--- src/rtl/cdb_arbiter.sv ---
// Common data bus transmit arbiter.
// Each functional unit feeds a 2-entry result FIFO. A round-robin scan picks
// one non-empty FIFO per cycle, and its head goes into the registered CDB
// broadcast. Results tagged 0 carry no consumer, so they are accepted and
// then discarded without being queued.
module cdb_arbiter #(
    parameter int NUM_FU = 4,
    parameter int TAG_W  = 3,
    parameter int XLEN   = 32
) (
    input  logic                      CLK,
    input  logic                      RST,
    input  logic                      flush,
    input  logic [NUM_FU-1:0]         fu_valid,
    input  logic [NUM_FU*TAG_W-1:0]   fu_tag,
    input  logic [NUM_FU*XLEN-1:0]    fu_val,
    input  logic [NUM_FU*5-1:0]       fu_rd,
    output logic [NUM_FU-1:0]         fu_ready,
    output logic                      cdb_valid,
    output logic [TAG_W-1:0]          cdb_tag,
    output logic [XLEN-1:0]           cdb_val,
    output logic [4:0]                cdb_rd
);

    localparam int PTR_W = (NUM_FU > 1) ? $clog2(NUM_FU) : 1;

    logic [TAG_W-1:0]  q_tag [NUM_FU][2];
    logic [XLEN-1:0]   q_val [NUM_FU][2];
    logic [4:0]        q_rd  [NUM_FU][2];
    logic [1:0]        count [NUM_FU];
    logic [NUM_FU-1:0] wr_ptr;
    logic [NUM_FU-1:0] rd_ptr;
    logic [PTR_W-1:0]  rr_ptr;

    logic [NUM_FU-1:0] push;
    logic [NUM_FU-1:0] pop;
    logic              gnt_valid;
    logic [PTR_W-1:0]  gnt_idx;
    logic [PTR_W-1:0]  scan_idx;
    logic [PTR_W-1:0]  rr_next;

    // Ready comes from the FIFO count only; tag-0 results and flush cycles never write.
    always_comb begin
        fu_ready = '0;
        push     = '0;
        for (int i = 0; i < NUM_FU; i++) begin
            fu_ready[i] = (count[i] < 2'd2);
            push[i]     = fu_valid[i] && fu_ready[i] && !flush &&
                          (fu_tag[i*TAG_W +: TAG_W] != '0);
        end
    end

    // Round-robin scan from rr_ptr: first non-empty FIFO wins the bus.
    always_comb begin
        gnt_valid = 1'b0;
        gnt_idx   = '0;
        scan_idx  = '0;
        pop       = '0;
        for (int k = 0; k < NUM_FU; k++) begin
            scan_idx = PTR_W'((int'(rr_ptr) + k) % NUM_FU);
            if (!gnt_valid && (count[scan_idx] != 2'd0)) begin
                gnt_valid = 1'b1;
                gnt_idx   = scan_idx;
            end
        end
        if (gnt_valid) begin
            pop[gnt_idx] = 1'b1;
        end
        rr_next = (gnt_idx == PTR_W'(NUM_FU - 1)) ? '0 : gnt_idx + PTR_W'(1);
    end

    // FIFO storage; contents are don't-care while count is zero, so no reset.
    always_ff @(posedge CLK) begin
        for (int i = 0; i < NUM_FU; i++) begin
            if (push[i]) begin
                q_tag[i][wr_ptr[i]] <= fu_tag[i*TAG_W +: TAG_W];
                q_val[i][wr_ptr[i]] <= fu_val[i*XLEN +: XLEN];
                q_rd[i][wr_ptr[i]]  <= fu_rd[i*5 +: 5];
            end
        end
    end

    // FIFO bookkeeping, round-robin pointer and the registered broadcast.
    always_ff @(posedge CLK or posedge RST) begin
        if (RST) begin
            for (int i = 0; i < NUM_FU; i++) begin
                count[i] <= '0;
            end
            wr_ptr    <= '0;
            rd_ptr    <= '0;
            rr_ptr    <= '0;
            cdb_valid <= 1'b0;
            cdb_tag   <= '0;
            cdb_val   <= '0;
            cdb_rd    <= '0;
        end else if (flush) begin
            // Squash everything pending; rr_ptr keeps its position.
            for (int i = 0; i < NUM_FU; i++) begin
                count[i] <= '0;
            end
            wr_ptr    <= '0;
            rd_ptr    <= '0;
            cdb_valid <= 1'b0;
        end else begin
            for (int i = 0; i < NUM_FU; i++) begin
                count[i] <= count[i] + {1'b0, push[i]} - {1'b0, pop[i]};
                if (push[i]) begin
                    wr_ptr[i] <= ~wr_ptr[i];
                end
                if (pop[i]) begin
                    rd_ptr[i] <= ~rd_ptr[i];
                end
            end
            cdb_valid <= gnt_valid;
            if (gnt_valid) begin
                cdb_tag <= q_tag[gnt_idx][rd_ptr[gnt_idx]];
                cdb_val <= q_val[gnt_idx][rd_ptr[gnt_idx]];
                cdb_rd  <= q_rd[gnt_idx][rd_ptr[gnt_idx]];
                rr_ptr  <= rr_next;
            end
        end
    end

endmodule

--- config.mk ---
export PLATFORM = sky130hd
export DESIGN_NAME = cdb_arbiter
export DESIGN_NICKNAME = d
export VERILOG_FILES = /design/src/rtl/cdb_arbiter.sv
export SDC_FILE = /design/constraint.sdc
export NUM_CORES = 1
export LEC_CHECK = 0
export BUFFER_PORTS_ARGS = -buffer_cell sky130_fd_sc_hd__clkbuf_2
export CAP_MARGIN = 15
export CORE_ASPECT_RATIO = 0.75
export CORE_UTILIZATION = 38
export DETAILED_ROUTE_END_ITERATION = 8
export SLEW_MARGIN = 30
export SYNTH_ARGS = -nofsm -noshare
export SYNTH_HDL_FRONTEND = slang
export SYNTH_SLANG_ARGS = --single-unit
--- constraint.sdc ---
create_clock -name CLK -period 2.85 [get_ports CLK]
set_input_delay 0.285 -clock CLK [delete_from_list [all_inputs] [get_ports CLK]]
set_output_delay 0.285 -clock CLK [all_outputs]
set_load 0.005 [all_outputs]
Word level (Yosys, flattened, before mapping) --
Memories as Yosys holds them, arrays and structs flattened. Cells that the tools add are included.
Word-level totals: flip-flop bits (word level) 59, bits in writable memories 320, input port bits 167, output and inout bits 45, memories kept 3
Memory list:
- q_val | depth 4, width 64, rd ports 1, clocked after memory_dff 0, write ports 4, line 28 | logic [XLEN-1:0] q_val [NUM_FU][2];
- q_rd | depth 4, width 10, rd ports 1, clocked after memory_dff 0, write ports 4, line 29 | logic [4:0] q_rd [NUM_FU][2];
- q_tag | depth 4, width 6, rd ports 1, clocked after memory_dff 0, write ports 4, line 27 | logic [TAG_W-1:0] q_tag [NUM_FU][2];
Operators by class: add/sub/neg operators 12, order comparisons 19, eq/ne operators 1, multiplexer cells 87, bitwise gates (word level) 18, reductions and logical operators 41
Operators with widths (count):
- 2-to-1 mux 64 bit | 4
- 2-to-1 mux 32 bit | 7
- demux 32 bit (select 1 bit) | 4
- 2-to-1 mux 10 bit | 4
- 2-to-1 mux 5 bit | 7
- 2-to-1 mux 2 bit | 13
- 2-to-1 mux 6 bit | 4
- nonzero test 2 bit | 12
- 2-to-1 mux 3 bit | 7
- demux 5 bit (select 1 bit) | 4
- logical AND 1 bit | 20
- 2-to-1 mux 1 bit | 19
- binary-select mux 2 bit (select 2 bit) | 4
- demux 3 bit (select 1 bit) | 4
- greater-or-equal comparator 3 bit, second input constant | 4
- 2-to-1 mux 4 bit | 3
- NOT 2 -> 3 bit | 4
- nonzero test 3 bit | 4
- greater-or-equal comparator 2 bit, second input constant | 5
- NOT 1 -> 2 bit | 5
- NOT 1 bit | 9
- adder 2 x 1 -> 2 bit | 4
- less-than comparator 2 x 1 -> 1 bit, second input constant | 4
- less-than comparator 2 bit, second input constant | 4
- other kinds (11) | 19

Depth between registers and ports, before layout --
Gate-level depths: netlist of the first run.
depth in word-level cells 22, depth in mapped cells 14, gate-level depth less buffers 12

Least setup slack after synthesis of the first run --
Ideal clock, no wire load.
path type register to register, from reg count[3] (netlist name), to mem q_rd[2][0] (netlist name) (enable), arrival time 2434 ps, path slack -21 ps, cell stages (with the launch flop) 4, buffers on the path 0, path through dfrtp_1 inv_1 nand4_1 nor2_1
RTL lines:
- start: declaration | line 30 | logic [1:0] count [NUM_FU];
- start signal: indexed assignment | line 106 | count[i] <= count[i] + {1'b0, push[i]} - {1'b0, pop[i]};
- end: declaration | line 29

Worst setup path after layout of the first run --
from reg count[2] (netlist name), to reg count[3] (netlist name)
Between the ends: longest elaborated chain between the ends 21
Ends and longest elaborated chain:
- binary-select mux 2 bit (select 2 bit) | line 61 | if (!gnt_valid && (count[scan_idx] != 2'd0)) begin
- 2-to-1 mux 2 bit (not written as such) (2 in a row) | line 61
- nonzero test 2 bit | line 61
- 2-to-1 mux 1 bit | line 61
- zero test 1 bit | line 61
- logical AND 1 bit | line 61
- 2-to-1 mux 1 bit | line 61
- zero test 1 bit | line 61
- [4 not listed]
- 2-to-1 mux 2 bit | line 61
- less-than comparator 2 x 3 -> 1 bit (not written as such) / greater-or-equal comparator 2 x 1 -> 1 bit (equally long branches) | line 67 | pop[gnt_idx] = 1'b1;
- logical AND 1 bit (not written as such) | line 67
- 2-to-1 mux 1 bit (not written as such) | line 67
- demux 1 bit (select 2 bit) | line 67
- 2-to-1 mux 4 bit | line 66 | if (gnt_valid) begin
- subtractor 2 x 1 -> 2 bit * | line 106
- 2-to-1 mux 8 bit * | line 96 | end else if (flush) begin
Every way passes the cells marked *; elsewhere a longest branch is shown, timed or not. The select of a mux whose other input is x is not followed. A chain may end at the register's enable or synchronous reset.

==> impl_metrics.csv, run 1 <==
group,metric,value,unit
sta,slew_headroom,0.3645,
yosys,synth_top_family_by_area,"multiplexers",
layout,area_growth,31.48,%
yosys,yosysSeqAreaShare,0.7227,
placed_design,gp_congestion,0.7931,
sta,rsz0062_at_grt,"false",
layout,finalNetCount,1472,
grt,gr-usage-all-layers,0.1941,
power,cellPowerDensity,921.1,mW/mm^2
routing,drt-initial-drc-count,509,
critical_path,crit_path_start_kind,"flop",
status,status,"finished with violations",
cts,numCtsBuffers,39,
placed_design,dpl.hpwl,24.76,mm
sta,tightest_slew,0.9533,ns
yosys,synth.distinct_cells,45,
cts,cts.clk_slew.worst_paths,0.06,ns
yosys,avgSynthCellArea,17.04,um^2
critical_path,endpoint_kind,"flop",
die,design.core.area,0.03965,mm^2
die,ios,212,
critical_path,worstPathArrival,3.01,ns
routing,wl,39.68,mm
yosys,yosysTopAreaCellShare,0.6264,
sta,tns,0,ns
critical_path,cp_slowest_cell,"dfrtp_1",
critical_path,critical_path.max_stage_delay,0.45,ns
cts,cts_setup_buffers,0,
routing,drc,18,
cts,tritoncts,"built",
yosys,ys_ff_latch,379,
die,die_h,176,um
sta,period_needed,2.605,ns
layout,fin_util,0.5087,
yosys,synth-compound-area-share,0.06444,
yosys,synth_nets,1079,
cts,cts_sinks,379,
routing,first_pass_iters,7,
yosys,synth_xor_area_frac,0.006852,
layout,fin_area,0.02017,mm^2
critical_path,path_class,"reg -> reg",
placed_design,dpl_cell_area,0.01717,mm^2
yosys,synth-adder-area-share,0.009788,
critical_path,cpMostUsedCell,"ha_1",
yosys,syn_area,0.01534,mm^2
die,start_util,0.3869,
status,violations,"design-rule violations",
grt,grt_max_degree,42,
grt,gr-total-overflow,0,
critical_path,r2r_setup_slack,0.24,ns
routing,dr_total_vias,9107,
critical_path,path_cells,"o21ba_2 -> o21ai_0 -> and3_2 -> inv_2 -> ha_1 -> and2_1 -> ha_1 -> inv_1 -> ha_1 -> xnor2_1 -> xnor2_1 -> nor2_1",
yosys,syn_inst,900,
critical_path,cp.required,3.25,ns
power,p_leak,7.354,nW
power,p_total,18.58,mW
cts,htreeDepth,2,
die,dieWidth,234,um
run,cap_violations,0,
yosys,synthTopCellsByArea,"edfxtp_1 63%, dfrtp_1 9.6%, mux2i_1 8.0%, mux2_2 3.1%, mux2_4 2.4%",
sta,max_freq,383.8,MHz
die,rows,63,
sta,fin_crit_sh,0.9142,
cts,cts_root_buf,"clkbuf_16",
yosys,synthFlopType,"edfxtp_1",
sta,setup_violations,0,
yosys,synthArstFlopShare,0.1557,
layout,multi_input_area,0.003960,mm^2
routing,ant_nets,0,
routing,via_per_inst,4.936,
routing,wl_per_cell,21.51,um
layout,drive_above_1_share,0.3076,
cts,cts_buffer_depth,3,
yosys,synth-edff-count,320,
cts,clk_latency,0.54,ns
critical_path,crit_family,"adder cells",
critical_path,crit_path_max_fanout,8,
sta,fin_skew,0.01534,ns
critical_path,path_buf_inv,2,
grt,grt_pass1_wl,58.52,mm
grt,grt_pass1_vias,9790,
sta,hold_violations,0,
yosys,yosysWarnings,0,
power,vdd_ir_drop_max,0.0006106,V
yosys,yosys.area.top_type,"edfxtp_1",
layout,seq_area,0.01110,mm^2
yosys,synth_mux_area_frac,0.1430,
layout,nFillCells,3343,
placed_design,placement.io_buffers,211,
yosys,yosys.area_share.simple,0.02904,
sta,drv_slew,0,
min_path,hp-class,"in -> reg",
grt,antenna_found_initial,4,
die,die-area,0.04118,mm^2
[synth_stat cells (2+ instances only)]
cell,count
inv_2,3
o211ai_1,36
nand4_1,4
ha_1,12
a2111oi_4,2
mux2i_1,122
nor2b_1,4
dfrtp_1,59
buf_2,7
mux2_2,42
nand2_1,45
and2_1,4
mux2_1,11
buf_8,4
edfxtp_1,320
inv_1,13
o211ai_2,3
nor2_1,21
o2111ai_2,2
buf_6,4
o2111ai_1,37
or3_1,4
clkbuf_1,37
nand3_1,6
mux2_4,25
o21ai_0,43
xnor2_1,12
[cells in the final DEF (no fill, tap or decap), types with 4 or more instances in the layout]
cell / n
nor2b_1: 4
o21ai_0: 43
and2_1: 4
nor2_4: 8
clkbuf_2: 211
nand2_1: 44
buf_12: 6
dfrtp_1: 55
or3_1: 4
dlygate4sd3_1: 161
edfxtp_1: 320
clkbuf_16: 41
ha_1: 12
clkinvlp_4: 4
o211ai_1: 36
mux2i_1: 122
o2111ai_1: 37
clkinv_1: 7
buf_4: 29
clkinv_2: 5
mux2_4: 25
nand4_1: 4
bufinv_16: 7
nor2_1: 13
inv_1: 12
xnor2_1: 12
mux2_2: 42
mux2_1: 11
nand3_1: 6
[worst reg2reg max path: stages, from the launching register on]
cell and delay [ns]:
dfrtp_1 0.45, o21ba_2 0.23, o21ai_0 0.13, and3_2 0.32
inv_2 0.11, ha_1 0.20, and2_1 0.16, ha_1 0.28
inv_1 0.04, ha_1 0.19, xnor2_1 0.17, xnor2_1 0.13
nor2_1 0.06
[routing by layer]
metal / wire length [um] / vias to the layer above / global-route usage
li1: - / 4291 / -
met4: 693 / 4 / 0.04789
met5: 31 / - / 0
met2: 18630 / 192 / 0.3155
met1: 18540 / 4564 / 0.2684
met3: 1789 / 56 / 0.03618
[what timing repair did]
item,CTS,global route
hold endpoints to repair,359,0
hold buffers,161,0
resized for setup,0,0
[final timing paths]
check / from / to / depth (start not counted)
max: count[2]$_DFF_PP0_ / count[3]$_DFF_PP0_ / 12
min: flush / count[1]$_DFF_PP0_ / 2
max reg2reg: count[2]$_DFF_PP0_ / count[3]$_DFF_PP0_ / 12
min reg2reg: cdb_tag[0]$_DFFE_PP0P_ / cdb_tag[0]$_DFFE_PP0P_ / 2
max in group asynchronous: RST / cdb_val[4]$_DFFE_PP0P_ / 4
min in group asynchronous: RST / cdb_rd[1]$_DFFE_PP0P_ / 3
[cells by family (layout without fill, tap and decap cells)]
logic type / count (synthesis) / count (layout)
compound gates: 130 / 130
fa+ha+maj: 12 / 12
flops: 379 / 379
simple gates: 95 / 95
xor+xnor: 12 / 12
other cells: 0 / 2
buf+inv: 72 / 495
mux: 200 / 200
[stage by stage]
stage / std cells / worst slack, ns / hold WS, ns
2_1_floorplan: 900 / -0.02114 / 0.3506
3_3_place_gp: 1611 / 0.3126 / 0.4738
3_5_place_dp: 1611 / 0.2764 / 0.4749
4_1_cts: 1843 / 0.2495 / 0.1286
5_1_grt: 1843 / 0.06928 / 0.1427
6_report: 1845 / 0.2445 / 0.1488
[layout make-up]
class | count | share of cell area
Antenna cell | 2 | 0.0002481
Inverter | 17 | 0.003288
Sequential cell | 379 | 0.5502
Clock inverter | 24 | 0.01514
Timing Repair Buffer | 407 | 0.1490
Clock buffer | 47 | 0.05347
Multi-Input combinational cell | 449 | 0.1963
Tap cell | 520 | 0.03226
[report_power, final]
part	switching, mW	leakage [nW]	internal [mW]
sequential	0.616	3.66	6.76
combinational	3.21	3.03	2.53
clock	2.13	0.667	3.34
[sequential cells by signal (all words and copies together) (netlist names), 4 cells and up]
register  cells
wr_ptr        4
cdb_rd        5
q_tag        24
q_rd         40
cdb_val      32
rd_ptr        4
count         8
q_val       256
(Power assumes the default switching activity.)
==> inputs of run 2 (changes only) <==
--- a/config.mk
+++ b/config.mk
@@ -7,8 +7,7 @@
 export LEC_CHECK = 0
 export BUFFER_PORTS_ARGS = -buffer_cell sky130_fd_sc_hd__clkbuf_2
 export CAP_MARGIN = 15
-export CORE_ASPECT_RATIO = 0.75
-export CORE_UTILIZATION = 38
+export CORE_UTILIZATION = 30
 export DETAILED_ROUTE_END_ITERATION = 8
 export SLEW_MARGIN = 30
 export SYNTH_ARGS = -nofsm -noshare
==> run 2 against run 1 <==
Compared with the run above: the run now ends clean; clock power is 8.8% higher; register-to-register slack worse by 0.04 ns; sequential cell count unchanged.
==> impl_metrics.csv, run 2 (synthesis results as in run 1) <==
group,metric,value,unit
status,status,"completed",
layout,drive_above_1_share,0.3050,
layout,area_growth,33.32,%
layout,stdcell_count,1994,
min_path,hold_start,"flush",
sta,drv_slew,0,
cts,tritoncts,"built",
critical_path,crit_path_max_fanout,5,
sta,max_freq,377.8,MHz
routing,drc,0,
critical_path,endpoint_kind,"flop",
cts,cts_setup_buffers,0,
routing,wl,40.65,mm
placed_design,post-place-ws,0.2325,ns
sta,fin_skew,0.01158,ns
sta,tns,0,ns
routing,wl_per_cell,20.38,um
die,dieWidth,228.1,um
die,die-area,0.05204,mm^2
critical_path,path_class,"reg -> reg",
cts,postCtsHoldBufs,161,
critical_path,worstPathArrival,3.06,ns
routing,dr_total_vias,9128,
sta,setup_violations,0,
die,start_util,0.3051,
run,cap_violations,0,
grt,grt_pass1_wl,61.49,mm
die,die_h,228.1,um
cts,cts.clk_slew.worst_paths,0.06,ns
sta,hold_violations,0,
sta,fin_crit_sh,0.9288,
routing,drt-initial-drc-count,483,
placed_design,dp_cells,1757,
critical_path,crit_path_start_kind,"flop",
sta,tightest_slew,0.8606,ns
sta,worst_slack,0.2030,ns
layout,nFillCells,4637,
layout,layout_common_cells,"320 x edfxtp_1, 211 x clkbuf_2, 161 x dlygate4sd3_1",
layout,largest_reg_flops,256,
min_path,hp-class,"in -> reg",
die,design.core.area,0.05027,mm^2
routing,first_pass_iters,4,
cts,cts_resized,0,
grt,met2_usage,0.2426,
placed_design,dpl.hpwl,28.13,mm
placed_design,placement.io_buffers,211,
grt,antenna_found_initial,6,
die,ios,212,
critical_path,r2r_start,"count[7]$_DFF_PP0_",
grt,met3_usage,0.03763,
grt,met1_usage,0.2114,
cts,cts_buffer_depth,3,
die,rows,82,
grt,grt-busiest-layer,"met2",
sta,rsz0062_at_grt,"false",
placed_design,gp_congestion,0.8463,
grt,gr-total-overflow,0,
sta,period_needed,2.647,ns
cts,cts_root_buf,"clkbuf_16",
cts,htreeDepth,2,
cts,clk_latency,0.53,ns
routing,ant_nets,0,
cts,numCtsBuffers,40,
layout,fin_util,0.4068,
critical_path,r2r_setup_slack,0.20,ns
critical_path,startpoint,"count[7]$_DFF_PP0_",
cts,cts_sinks,379,
power,vdd_ir_drop_max,0.0007060,V
grt,grt_max_degree,60,
layout,finalNetCount,1467,
layout,final_common_cell,"edfxtp_1",
power,p_leak,7.405,nW
grt,grt_pass1_vias,9750,
grt,gr-usage-all-layers,0.1554,
sta,slew_headroom,0.4263,
critical_path,cp.required,3.26,ns
routing,via_per_inst,4.578,
power,cellPowerDensity,928.8,mW/mm^2
[run 2: cell count changes in the layout (fill, tap and decap cells not counted), sizes merged]
cell and change:
buf -6, bufinv +5, clkbuf +3, clkinv -3, clkinvlp -4, diode +2
[run 2: critical path: stages, from the launching register on]
cell,delay [ns]
dfrtp_1,0.41
or2_4,0.28
a2111oi_4,0.33
or2_4,0.21
inv_2,0.07
ha_1,0.18
and2_1,0.17
ha_1,0.28
inv_1,0.04
ha_1,0.18
xnor2_1,0.18
xnor2_1,0.14
nor2_1,0.06
[run 2: power breakdown]
group / switching (mW) / internal [mW] / total (mW)
Sequential: 0.461 / 6.76 / 7.22
Clock: 2.13 / 3.82 / 5.95
Combinational: 3.34 / 2.49 / 5.83
Total: 5.93 / 13.1 / 19.0
[run 2: cell type report]
cell class	count	area (um^2)	area share
repair buffers	401	2985	0.1460
multi-input cells	449	3949	0.1931
inverters	17	63.81	0.003120
diodes	4	10.01	0.0004894
well taps	672	840.8	0.04111
clock buffers	50	1100	0.05378
flip-flops and latches	379	11090	0.5423
clock inverters	22	411.6	0.02013
[run 2: metal layers]
metal,wire length (um),part of all wire
met1,18570,0.46
met4,1083,0.027
met2,18710,0.46
met5,30,0.00074
met3,2251,0.055
[run 2: worst paths after layout]
check | to | depth (start not counted)
min in group asynchronous | cdb_val[29]$_DFFE_PP0P_ | 4
worst max register to register | count[5]$_DFF_PP0_ | 12
worst min-delay path | rd_ptr[3]$_DFFE_PP0P_ | 2
max in group asynchronous | rd_ptr[3]$_DFFE_PP0P_ | 4
worst max-delay path | count[5]$_DFF_PP0_ | 12
worst min register to register | cdb_val[30]$_DFFE_PP0P_ | 2
[run 2: per-stage QoR]
| step | total power, mW | hold slack (ns) | instance area (um^2) |
|---|---|---|---|
| finish | 18.99 | 0.1297 | 20450 |
| global route | 19.90 | 0.1431 | 20450 |
| CTS | 19.20 | 0.09913 | 20440 |
| detailed placement | 13.01 | 0.3643 | 17320 |
| global placement | 12.94 | 0.3617 | 17320 |
| floorplan | 11.28 | 0.3506 | 15340 |
==> inputs of run 3 (changes only) <==
--- a/config.mk
+++ b/config.mk
@@ -5,10 +5,12 @@
 export SDC_FILE = /design/constraint.sdc
 export NUM_CORES = 1
 export LEC_CHECK = 0
+export ABC_AREA = 1
 export BUFFER_PORTS_ARGS = -buffer_cell sky130_fd_sc_hd__clkbuf_2
 export CAP_MARGIN = 15
-export CORE_UTILIZATION = 30
+export CORE_UTILIZATION = 52
 export DETAILED_ROUTE_END_ITERATION = 8
+export PLACE_DENSITY = 0.76
 export SLEW_MARGIN = 30
 export SYNTH_ARGS = -nofsm -noshare
 export SYNTH_HDL_FRONTEND = slang
==> run 3 against run 2 <==
Compared with the run above: final cell count up 10%; wire length up 13%; critical path depth up 3; clock skew up 0.014 ns; highest routed layer is now met4.
==> impl_metrics.csv, run 3 <==
group,metric,value,unit
status,status,"completed",
die,start_util,0.5300,
grt,gr-usage-all-layers,0.2864,
routing,dr_total_vias,12620,
critical_path,path_class,"reg -> reg",
die,ios,212,
sta,drv_slew,0,
sta,period_needed,2.712,ns
grt,grt_pass1_vias,12310,
cts,htreeDepth,2,
layout,fin_area,0.02052,mm^2
routing,drt-initial-drc-count,1569,
yosys,synth_most_common_cell,"nand2_1",
sta,hold_violations,0,
yosys,yosysTopAreaCellShare,0.6101,
layout,largest_reg_flops,256,
critical_path,startpoint,"rr_ptr[0]$_DFFE_PP0P_",
yosys,avgSynthCellArea,11.28,um^2
grt,grt_pass1_wl,66.92,mm
layout,layout_common_cells,"437 x nand2_1, 372 x nand3_1, 320 x edfxtp_1",
cts,cts.clk_slew.worst_paths,0.06,ns
sta,slew_headroom,0.5096,
critical_path,cpMostUsedCell,"nand2_1",
cts,cts_buffer_depth,3,
die,die-area,0.03099,mm^2
placed_design,gp_congestion,0.8499,
critical_path,crit_end,"cdb_val[20]$_DFFE_PP0P_",
yosys,yosys.area.top_type,"edfxtp_1",
yosys,synth_nets,1576,
critical_path,crit_path_max_fanout,25,
sta,rsz0062_at_grt,"true",
yosys,synthTopCellsByArea,"edfxtp_1 61%, nand3_1 12%, nand2_1 11%, dfrtp_1 9.4%, buf_2 1.6%",
routing,first_pass_iters,6,
yosys,synthArstFlopShare,0.1557,
critical_path,r2r_start,"rr_ptr[0]$_DFFE_PP0P_",
routing,wl_per_cell,20.89,um
routing,ant_nets,0,
critical_path,path_cells,"buf_6 -> o21ai_1 -> nand2_1 -> nand2_1 -> nand2_1 -> nor2_4 -> nand3_1 -> a21boi_4 -> buf_4 -> nand3_1 -> nand2_2 -> buf_12 -> nand2_1 -> nand3_1 -> nand2_1",
run,cap_violations,0,
yosys,synthFlopType,"edfxtp_1",
critical_path,ff2ff_path_depth,15,
critical_path,critical_path.max_stage_delay,0.40,ns
critical_path,worstPathArrival,3.13,ns
yosys,yosysSeqAreaShare,0.7038,
placed_design,dpl.hpwl,25.12,mm
cts,cts_sinks,379,
yosys,syn_inst,1397,
layout,finalNetCount,1945,
min_path,hp-class,"in -> reg",
grt,grt_max_degree,99,
yosys,synth.distinct_cells,25,
critical_path,crit_path_start_kind,"flop",
yosys,ys_top_cells_by_count,"445 x nand2_1, 372 x nand3_1, 320 x edfxtp_1",
die,dieWidth,176.0,um
die,die_h,176.0,um
sta,max_freq,368.7,MHz
sta,fin_skew,0.02537,ns
yosys,syn_area,0.01575,mm^2
routing,via_per_inst,5.752,
sta,fin_crit_sh,0.9517,
routing,drc,0,
routing,wl,45.83,mm
cts,cts_root_buf,"clkbuf_16",
yosys,yosysWarnings,0,
min_path,hold_start,"fu_tag[7]",
cts,tritoncts,"built",
placed_design,dp_cells,1952,
grt,gr-total-overflow,0,
die,design.core.area,0.02972,mm^2
critical_path,r2r_setup_slack,0.14,ns
yosys,ys_ff_latch,379,
placed_design,post-place-ws,0.1524,ns
layout,nFillCells,2014,
die,rows,63,
layout,stdcell_count,2194,
critical_path,reg2reg_to,"cdb_val[20]$_DFFE_PP0P_",
placed_design,placement.io_buffers,211,
critical_path,cp_slowest_cell,"dfrtp_1",
sta,setup_violations,0,
layout,final_common_cell,"nand2_1",
layout,area_growth,30.26,%
layout,drive_above_1_share,0.1941,
grt,antenna_found_initial,4,
cts,numCtsBuffers,40,
yosys,synth-edff-count,320,
sta,worst_slack,0.1378,ns
placed_design,dpl_cell_area,0.01739,mm^2
cts,clk_latency,0.53,ns
critical_path,endpoint_kind,"flop",
sta,tightest_slew,0.7345,ns
critical_path,cp.required,3.27,ns
## run 3: cell count changes after synthesis, sizes merged, moves of 8 or more
cell     change
nand2      +405
mux2i      -122
xnor2        -8
o21ai       -28
o2111ai     -39
inv         +20
buf         +46
mux2        -78
o211ai      -39
nand3      +367
clkbuf      -13
## run 3: cell type report
cell class / instances / area, um^2 / share of cell area
timing repair buffer: 415 / 3214 / 0.1567
clock inverter: 16 / 240.2 / 0.01171
multi-input combinational: 894 / 4188 / 0.2041
sequential: 379 / 11090 / 0.5403
antenna: 6 / 15.01 / 0.0007318
clock buffer: 58 / 1151 / 0.05610
inverter: 36 / 135.1 / 0.006586
tap: 390 / 488.0 / 0.02378
## run 3: how the worst min path moves through the flow
stage,to,slack [ns],cells past startpoint
after floorplan,q_rd[0][0]$_DFFE_PP_,0.38,0
after global placement,cdb_val[30]$_DFFE_PP0P_,0.41,2
after detailed placement,cdb_val[30]$_DFFE_PP0P_,0.42,2
after CTS,q_tag[0][3]$_DFFE_PP_,0.002,1
after global routing,q_tag[2][1]$_DFFE_PP_,0.001,1
final,q_tag[2][1]$_DFFE_PP_,0.02,1
## run 3: logic make-up after synthesis
family | count (synthesis) | share of synthesized area
and+or+nand+nor | 848 | 0.2344
DFF | 379 | 0.7038
buffers and inverters | 124 | 0.03845
AOI/OAI and AO/OA | 26 | 0.009373
adders and majority gates | 12 | 0.009532
xor gates and xnor gates | 8 | 0.004448
## run 3: repair_timing
| item | in CTS | in global routing |
|---|---|---|
| buffers inserted | 0 | 3 |
| hold buffers | 156 | 0 |
| endpoints found under the hold margin | 333 | 0 |
| resized for setup | 0 | 18 |
| setup endpoints to repair | 0 | 46 |
## run 3: metrics by stage
stage,util,hold WS (ns),TNS [ns]
3_5_place_dp,0.5851,0.4185,0
4_1_cts,0.6844,0.002158,0
2_1_floorplan,-,0.3839,-11.46
5_1_grt,0.6902,0.001387,-0.04603
3_3_place_gp,0.5851,0.4079,0
6_report,0.6905,0.01832,0
## run 3: worst max-delay path: cells and delay by family, from the launching register on
family	cells	cell delay [ns]
DFF	1	0.40
buffers and inverters	3	0.66
AOI/OAI and AO/OA	2	0.42
and+or+nand+nor	10	1.12
## run 3: routing by layer
| metal | vias up | wire (um) | share of wire | global-route usage |
|---|---|---|---|---|
| li1 | 5616 | - | - | - |
| met1 | 5986 | 17580 | 0.38 | 0.3787 |
| met2 | 862 | 22110 | 0.48 | 0.4634 |
| met3 | 156 | 4351 | 0.095 | 0.05017 |
| met4 | 0 | 1792 | 0.039 | 0.1322 |
| met5 | - | 0 | 0 | 0 |
Power of run 3 is not shown: default switching activity piles up to over one toggle a cycle in this logic, so the estimate is an artifact.
